<file path="src/rtl/zx_keymatrix.sv">
// PS/2 set-2 event to ZX Spectrum 8x5 keyboard matrix, with timed CAPS SHIFT combos for PC-only keys.
// Optional Sinclair-cursor joystick overlay enabled by defining KEYMATRIX_JOY_EN.
module zx_keymatrix #(
    parameter logic [15:0] COMBO_DELAY = 16'd56000
) (
    input  logic       clock,
    input  logic       reset,
    input  logic       kstrobe,
    input  logic       kpress,
    input  logic       kext,
    input  logic [7:0] kcode,
    input  logic [7:0] row,
`ifdef KEYMATRIX_JOY_EN
    input  logic [4:0] jstick,
`endif
    output logic [4:0] col
);

    localparam int unsigned ROWS  = 8;
    localparam int unsigned COLS  = 5;
    localparam int unsigned CNT_W = 16;
    localparam int unsigned ID_W  = 3;
    localparam logic [CNT_W-1:0] CNT_LOAD = CNT_W'(COMBO_DELAY - 16'd1);

    typedef logic [ROWS-1:0][COLS-1:0] matrix_t;
    typedef enum logic [1:0] {ST_IDLE, ST_SHIFT, ST_HOLD, ST_RELEASE} state_e;

    // {hit, row, col} for keys that map straight onto one matrix position
    function automatic logic [6:0] direct_map(input logic [8:0] k);
        logic [6:0] d;
        case (k)
            9'h012, 9'h059: d = {1'b1, 3'd0, 3'd0};
            9'h01A: d = {1'b1, 3'd0, 3'd1};
            9'h022: d = {1'b1, 3'd0, 3'd2};
            9'h021: d = {1'b1, 3'd0, 3'd3};
            9'h02A: d = {1'b1, 3'd0, 3'd4};
            9'h01C: d = {1'b1, 3'd1, 3'd0};
            9'h01B: d = {1'b1, 3'd1, 3'd1};
            9'h023: d = {1'b1, 3'd1, 3'd2};
            9'h02B: d = {1'b1, 3'd1, 3'd3};
            9'h034: d = {1'b1, 3'd1, 3'd4};
            9'h015: d = {1'b1, 3'd2, 3'd0};
            9'h01D: d = {1'b1, 3'd2, 3'd1};
            9'h024: d = {1'b1, 3'd2, 3'd2};
            9'h02D: d = {1'b1, 3'd2, 3'd3};
            9'h02C: d = {1'b1, 3'd2, 3'd4};
            9'h016: d = {1'b1, 3'd3, 3'd0};
            9'h01E: d = {1'b1, 3'd3, 3'd1};
            9'h026: d = {1'b1, 3'd3, 3'd2};
            9'h025: d = {1'b1, 3'd3, 3'd3};
            9'h02E: d = {1'b1, 3'd3, 3'd4};
            9'h045: d = {1'b1, 3'd4, 3'd0};
            9'h046: d = {1'b1, 3'd4, 3'd1};
            9'h03E: d = {1'b1, 3'd4, 3'd2};
            9'h03D: d = {1'b1, 3'd4, 3'd3};
            9'h036: d = {1'b1, 3'd4, 3'd4};
            9'h04D: d = {1'b1, 3'd5, 3'd0};
            9'h044: d = {1'b1, 3'd5, 3'd1};
            9'h043: d = {1'b1, 3'd5, 3'd2};
            9'h03C: d = {1'b1, 3'd5, 3'd3};
            9'h035: d = {1'b1, 3'd5, 3'd4};
            9'h05A: d = {1'b1, 3'd6, 3'd0};
            9'h04B: d = {1'b1, 3'd6, 3'd1};
            9'h042: d = {1'b1, 3'd6, 3'd2};
            9'h03B: d = {1'b1, 3'd6, 3'd3};
            9'h033: d = {1'b1, 3'd6, 3'd4};
            9'h029: d = {1'b1, 3'd7, 3'd0};
            9'h014, 9'h114: d = {1'b1, 3'd7, 3'd1};
            9'h03A: d = {1'b1, 3'd7, 3'd2};
            9'h031: d = {1'b1, 3'd7, 3'd3};
            9'h032: d = {1'b1, 3'd7, 3'd4};
            default: d = '0;
        endcase
        return d;
    endfunction

    // {hit, id} for PC-only keys synthesised as CAPS SHIFT + key
    function automatic logic [ID_W:0] combo_map(input logic [8:0] k);
        logic [ID_W:0] d;
        case (k)
            9'h066: d = {1'b1, 3'd0};
            9'h076: d = {1'b1, 3'd1};
            9'h16B: d = {1'b1, 3'd2};
            9'h172: d = {1'b1, 3'd3};
            9'h175: d = {1'b1, 3'd4};
            9'h174: d = {1'b1, 3'd5};
            default: d = '0;
        endcase
        return d;
    endfunction

    function automatic logic [5:0] combo_pos(input logic [ID_W-1:0] id);
        logic [5:0] p;
        case (id)
            3'd0:    p = {3'd4, 3'd0};
            3'd1:    p = {3'd7, 3'd0};
            3'd2:    p = {3'd3, 3'd4};
            3'd3:    p = {3'd4, 3'd4};
            3'd4:    p = {3'd4, 3'd3};
            3'd5:    p = {3'd4, 3'd2};
            default: p = '0;
        endcase
        return p;
    endfunction

    matrix_t          key_q, key_d;
    matrix_t          combo_m, joy_m;
    state_e           state_q, state_d;
    logic [CNT_W-1:0] cnt_q, cnt_d;
    logic [ID_W-1:0]  id_q, id_d;

    logic [6:0]       dk;
    logic [ID_W:0]    ck;
    logic [5:0]       cpos;
    logic             c_new, c_end;
    logic [COLS-1:0]  sel;

    always_comb begin
        dk = direct_map({kext, kcode});
        ck = combo_map({kext, kcode});
    end

    // Direct key image: each mapped event overwrites its bit with make/break
    always_comb begin
        key_d = key_q;
        if (kstrobe && dk[6]) begin
            key_d[dk[5:3]][dk[2:0]] = kpress;
        end
    end

    // Combo sequencer: a new combo make always restarts SHIFT, even mid-sequence
    always_comb begin
        state_d = state_q;
        cnt_d   = cnt_q;
        id_d    = id_q;
        c_new   = kstrobe && ck[ID_W] && kpress && ((state_q == ST_IDLE) || (ck[ID_W-1:0] != id_q));
        c_end   = kstrobe && ck[ID_W] && !kpress && (ck[ID_W-1:0] == id_q);
        if (c_new) begin
            state_d = ST_SHIFT;
            id_d    = ck[ID_W-1:0];
            cnt_d   = CNT_LOAD;
        end else begin
            case (state_q)
                ST_SHIFT: begin
                    if (c_end) begin
                        state_d = ST_RELEASE;
                        cnt_d   = CNT_LOAD;
                    end else if (cnt_q == '0) begin
                        state_d = ST_HOLD;
                    end else begin
                        cnt_d = cnt_q - CNT_W'(1);
                    end
                end
                ST_HOLD: begin
                    if (c_end) begin
                        state_d = ST_RELEASE;
                        cnt_d   = CNT_LOAD;
                    end
                end
                ST_RELEASE: begin
                    if (cnt_q == '0) begin
                        state_d = ST_IDLE;
                    end else begin
                        cnt_d = cnt_q - CNT_W'(1);
                    end
                end
                default: ;
            endcase
        end
    end

    always_ff @(posedge clock or negedge reset) begin
        if (!reset) begin
            key_q   <= '0;
            state_q <= ST_IDLE;
            cnt_q   <= '0;
            id_q    <= '0;
        end else begin
            key_q   <= key_d;
            state_q <= state_d;
            cnt_q   <= cnt_d;
            id_q    <= id_d;
        end
    end

    // Combo contribution decoded from the registered sequencer state
    always_comb begin
        combo_m = '0;
        cpos    = combo_pos(id_q);
        if (state_q != ST_IDLE) begin
            combo_m[0][0] = 1'b1;
        end
        if (state_q == ST_HOLD) begin
            combo_m[cpos[5:3]][cpos[2:0]] = 1'b1;
        end
    end

`ifdef KEYMATRIX_JOY_EN
    logic [4:0] joy_q;

    always_ff @(posedge clock or negedge reset) begin
        if (!reset) begin
            joy_q <= '0;
        end else begin
            joy_q <= jstick;
        end
    end

    // Sinclair cursor layout: fire=0, up=7, down=6, left=5, right=8
    always_comb begin
        joy_m       = '0;
        joy_m[3][4] = joy_q[1];
        joy_m[4][4] = joy_q[2];
        joy_m[4][3] = joy_q[3];
        joy_m[4][2] = joy_q[0];
        joy_m[4][0] = joy_q[4];
    end
`else
    always_comb begin
        joy_m = '0;
    end
`endif

    // Every selected row pulls its pressed columns low, like the real diode matrix
    always_comb begin
        sel = '0;
        for (int unsigned r = 0; r < ROWS; r++) begin
            if (!row[r]) begin
                sel = sel | key_q[r] | combo_m[r] | joy_m[r];
            end
        end
        col = ~sel;
    end

endmodule
</file>
<file path="config.mk">
export PLATFORM = sky130hd
export DESIGN_NAME = zx_keymatrix
export DESIGN_NICKNAME = d
export VERILOG_FILES = /design/src/rtl/zx_keymatrix.sv
export SDC_FILE = /design/constraint.sdc
export NUM_CORES = 1
export LEC_CHECK = 0
export ABC_AREA = 1
export CORE_MARGIN = 3
export CORE_UTILIZATION = 60
export CTS_BUF_LIST = sky130_fd_sc_hd__clkbuf_4 sky130_fd_sc_hd__clkbuf_8
export CTS_CLUSTER_SIZE = 14
export DETAILED_ROUTE_END_ITERATION = 6
export DONT_BUFFER_PORTS = 1
export HOLD_SLACK_MARGIN = 0.1
export PLACE_DENSITY = 0.76
export SKIP_CTS_REPAIR_TIMING = 1
export SYNTH_ARGS = -nofsm -noshare
export SYNTH_HDL_FRONTEND = slang
export SYNTH_SLANG_ARGS = --single-unit
</file>
<file path="constraint.sdc">
create_clock -name clock -period 4.7 [get_ports clock]
set_clock_uncertainty 0.15 [all_clocks]
set_input_delay 0.94 -clock clock [delete_from_list [all_inputs] [get_ports clock]]
set_output_delay 0.94 -clock clock [all_outputs]
set_load 0.01 [all_outputs]
</file>
Word-level counts from Yosys, hierarchy flattened
Cells that the tools add are included.
Cells by class
  divide/modulo/power cells: 0
  eq/ne operators: 61
  multipliers: 0
  muxes and demuxes: 33
  $lt $le $gt $ge: 8
  reductions and logical operators: 21
  add/subtract/negate cells: 1
  bitwise gates (word level): 17
  shift operators: 0
Operators with widths (count)
  7-bit one-hot mux with 40 select lines: 1
  9-bit by 6-bit equality test with 1-bit output (second input constant): 23
  9-bit by 7-bit equality test with 1-bit output (second input constant): 11
  9-bit by 5-bit equality test with 1-bit output (second input constant): 9
  5-bit bitwise OR: 15
  16-bit 2-to-1 mux: 4
  5-bit 2-to-1 mux: 10
  16-bit one-hot mux with 3 select lines: 1
  9-bit equality test (second input constant): 5
  40-bit bitwise mux: 1
  40-bit 2-to-1 mux: 1
  1-bit by 40-bit bitwise OR with 40-bit output: 1
  6-bit one-hot mux with 6 select lines: 1
  5-bit demux with 3-bit select: 2
  4-bit one-hot mux with 6 select lines: 1
  16-bit logical NOT: 1
  3-bit by 4-bit < comparator with 1-bit output (second input constant): 4
  16-bit by 1-bit subtractor with 16-bit output (second input constant): 1
  3-bit by 1-bit >= comparator with 1-bit output (second input constant): 4
  1-bit logical AND: 10
  2-bit 2-to-1 mux: 5
  1-bit demux with 3-bit select: 2
  3-bit by 2-bit equality test with 1-bit output (second input constant): 2
  3-bit equality test (second input constant): 2
  19 further kinds: 24
Word-level totals
  memory bits (writable): 0
  flip-flop bits (word level): 61
  memory bits (read-only): 0
  input port bits: 21
  memories kept: 0
  bits in latches: 0

Depth between registers and ports, before layout
  depth in word-level cells: 34
  mapped depth: 16

Worst setup path before layout
OpenSTA, ideal clock, no wires.
  path kind: input -> output
  start point: input row[0]
  end point: output col[4]
  slack: 1685 ps
  cell stages on the path: 4
  data required time: 3610 ps
  arrival time: 1925 ps
  buffers on the path: 0
  path through: inv_1 a221oi_1 nand3_1 a2111oi_0
Between the ends
  word-level cells in the longest chain between the ends: 23
RTL lines
  start, declared: RTL line 12  | input logic [7:0] row,
  5-bit 2-to-1 mux (*): RTL line 228  | if (!row[r]) begin
  5-bit bitwise OR (2 in series): RTL line 229  | sel = sel | key_q[r] | combo_m[r] | joy_m[r];
  5-bit 2-to-1 mux (*): RTL line 228
  5-bit bitwise OR (2 in series): RTL line 229
  5-bit 2-to-1 mux (*): RTL line 228
  5-bit bitwise OR (2 in series): RTL line 229
  5-bit 2-to-1 mux (*): RTL line 228
  5-bit bitwise OR (2 in series): RTL line 229
  5-bit 2-to-1 mux (*): RTL line 228
  5-bit bitwise OR (2 in series): RTL line 229
  5-bit 2-to-1 mux (*): RTL line 228
  5-bit bitwise OR (2 in series): RTL line 229
  5-bit 2-to-1 mux (*): RTL line 228
  5-bit bitwise OR (2 in series): RTL line 229
  5-bit 2-to-1 mux (*): RTL line 228
  5-bit inverter (*): RTL line 232  | col = ~sel;
  end, declared: RTL line 16  | output logic [4:0] col
Every way passes the cells marked *; elsewhere a longest branch is shown, timed or not.

Worst setup path in the final report
  start point: register state_q[1]
  end point: output col[0]
Between the ends
  word-level cells in the longest chain between the ends: 28
  elaborated cells between the ends (all ways): 29
  classes of those cells: eq/ne: 1; mux: 10; bitwise: 17; reduce/logical: 1
RTL lines
  start, declared: RTL line 108  | state_e state_q, state_d;
  start signal, assigned: RTL line 180  | state_q <= state_d;
  2-bit nonzero test: RTL line 190  | if (state_q != ST_IDLE) begin
  1-bit 2-to-1 mux: RTL line 190
  1-bit by 40-bit bitwise OR with 40-bit output (no source line)
  40-bit 2-to-1 mux (*): RTL line 193  | if (state_q == ST_HOLD) begin
  5-bit bitwise OR: RTL line 229
  5-bit 2-to-1 mux: RTL line 228
  5-bit bitwise OR (2 in series): RTL line 229
  5-bit 2-to-1 mux: RTL line 228
  [8 not listed]
  5-bit 2-to-1 mux: RTL line 228
  5-bit bitwise OR (2 in series): RTL line 229
  5-bit 2-to-1 mux: RTL line 228
  5-bit bitwise OR (2 in series): RTL line 229
  5-bit 2-to-1 mux: RTL line 228
  5-bit bitwise OR (2 in series): RTL line 229
  5-bit 2-to-1 mux (*): RTL line 228
  5-bit inverter (*): RTL line 232
Marks and branches as above.

==> impl_metrics.tcl <==
set metrics [dict create \
    rows 31 \
    via_per_inst 5.93 \
    antenna_found_initial 0 \
    die_x_um 94.3 \
    grt_max_degree 81 \
    final_cell_mix "nand2_1 (273), nor2_1 (87), nand3_1 (84), inv_1 (68), dfrtp_1 (61)" \
    pwr-share-comb 0.368 \
    clock.fmax_ghz 0.254 \
    initialDrtViolationCount 520 \
    core_area_um2 7410 \
    antennaDiodeCount 0 \
    rsz0062_at_grt "false" \
    ys_ff_latch 61 \
    cts-root-buf "clkbuf_8" \
    fin_crit_sh 0.837 \
    final_common_cell "nand2_1" \
    ff2ff_path_depth 12 \
    wl_met3_um 1370 \
    grt_pass1_vias 4445 \
    gr-total-overflow 0 \
    wl_um 13500 \
    timing.final.crit_period_ns 3.93 \
    worst_setup_path_end_kind "primary output" \
    hold_path.class "in2async" \
    hold_violations 0 \
    leakagePower_uw 0.00253 \
    arrival_ns 2.84 \
    cts.sink_count 61 \
    crit_type "reg2out" \
    p_int_uw 1170 \
    ir_drop_mv 0.442 \
    hpwlAfterDp_um 10000 \
    drtPass1Iterations 7 \
    drive_gt1_frac 0.0626 \
    grt_pass1_wl_um 22300 \
    ys_types 41 \
    syn_inst 744 \
    wl_met1_um 6160 \
    slew_headroom 0.204 \
    drc_errors 0 \
    p_total_uw 1960 \
    die_height_um 94.3 \
    tightest_slew_ns 1.16 \
    worstReg2RegEnd "cnt_q[12]" \
    track_usage 0.324 \
    worst_hold_slack_ns 0.131 \
    endpoint "col[0]" \
    ant_nets 0 \
    worstSetupStartpointType "flip-flop" \
    rrSetupSlack_ns 2.10 \
    top_layer "met4" \
    dr_total_vias 4949 \
    gp_congestion 0.986 \
    clk_pin_slew_worst_paths_ns 0.07 \
    syn_to_final_growth_pct 3.77 \
    portBuffers 0 \
    power_frac_seq 0.366 \
    r2r-start "id_q[2]" \
    worstPathRequired_ns 3.61 \
    ys_async_sr_fraction 1.00 \
    io_pins 26 \
    synth-seq-area-share 0.326 \
    insertion_delay_ns 0.35 \
    h-tree-depth 3 \
    wl_met2_um 5580 \
    p_switching_uw 793 \
    p_sw_frac 0.405 \
    status "complete, no violations" \
    ys.flop_type "dfrtp_1" \
    syn_avg_cell_area_um2 6.29 \
    cts_buffer_depth 2 \
    setup_viol 0 \
    cts_buffers 9 \
    synth-edff-count 0 \
    die_area_um2 8900 \
    netlist_area_um2 4680 \
    clkPwrFrac 0.266 \
    nNetsFinal 753 \
    wire_per_inst_um 16.2 \
    crit_start "state_q[1]" \
    cap_violations 0 \
    slew_viol_final 0 \
    p_per_area_nw_per_um2 403 \
    start_util 0.632 \
    cts_tree "done" \
    yosysWarnings 0 \
    setup-tns-final_ns 0 \
    syn-num-nets 767 \
    cp_max_fo 19 \
]
==> layer usage <==
layer / vias to the layer above / track usage
met5: - / 0
met4: 0 / 0.124
met3: 41 / 0.0697
met2: 247 / 0.454
met1: 2286 / 0.485
li1: 2375 / -
==> cells in the mapped netlist (2+ instances only) <==
cell type    n  area, µm²
inv_1       68        255
clkbuf_1     7       26.3
nor2_1      87        327
o21ai_1      6       30.0
a221oi_1     4       35.0
nor2_4       3       33.8
buf_6        7       78.8
nor4_1       2       12.5
or2_2        3       18.8
inv_2        4       15.0
dfrtp_1     61       1530
a2111oi_0    2       17.5
o21ai_0     16       80.1
a31oi_1      5       31.3
ha_1         2       25.0
nand4_1     24        150
nand2_2      6       37.5
buf_4        5       37.5
a21oi_1     12       60.1
nand3_2      3       30.0
nor2_2       6       37.5
xnor2_1      4       35.0
buf_1        3       11.3
buf_2        4       20.0
nor3_1      24        120
xor2_1       4       35.0
nand2_1    273       1020
nand3_1     84        420
nand3b_1     3       22.5
==> how the worst min path moves through the flow <==
stage,startpoint,endpoint,slack [ns],cells after the start
6_report,reset,key_q[33],0.13,0
5_1_grt,reset,key_q[4],0.11,0
4_1_cts,reset,cnt_q[6],0.12,0
3_5_place_dp,key_q[20],key_q[20],0.31,2
3_3_place_gp,key_q[15],key_q[15],0.30,2
2_1_floorplan,key_q[0],key_q[0],0.29,2
==> power by group through the flow <==
stage	Sequential, µW	Clock (µW)	Combinational (µW)
after floorplan	691	0	616
after global placement	717	0	680
after detailed placement	720	0	703
after CTS	712	526	706
after global routing	729	544	820
final	716	521	721
==> flip-flops by register name (all words and copies together), names as in the netlist <==
| register | cells |
|---|---|
| state_q | 2 |
| cnt_q | 16 |
| key_q | 40 |
| id_q | 3 |
==> area by class of cell <==
cell class / instances / area [µm²]
multi-input cells: 585 / 2710
fillers: 678 / 2550
flip-flops and latches: 61 / 1530
inverters: 72 / 270
clock buffers: 10 / 131
well taps: 99 / 124
clock inverters: 6 / 87.6
repair buffers: 1 / 7.51
==> through the flow <==
stage | utilization | std cells | instance area, µm² | worst slack, ns
2_1_floorplan | - | 744 | 4680 | 1.68
3_3_place_gp | 0.626 | 818 | 4640 | 1.24
3_5_place_dp | 0.626 | 818 | 4640 | 1.22
4_1_cts | 0.656 | 834 | 4860 | 0.834
5_1_grt | 0.656 | 834 | 4860 | 0.610
6_report | 0.656 | 834 | 4860 | 0.768
==> critical path: stages, from the launching register on <==
cell       delay [ns]
dfrtp_1          0.44
nand2_1          0.53
inv_1            0.28
a31oi_1          0.20
nor2_1           0.06
a2111oi_0        0.99
==> logic make-up after synthesis <==
family / share of synthesized area
and+or+nand+nor: 0.488
buffers and inverters: 0.0949
DFF: 0.326
AOI/OAI and AO/OA: 0.0706
xor gates and xnor gates: 0.0150
adders and majority gates: 0.00535
Power figures use the tool's default switching activity.
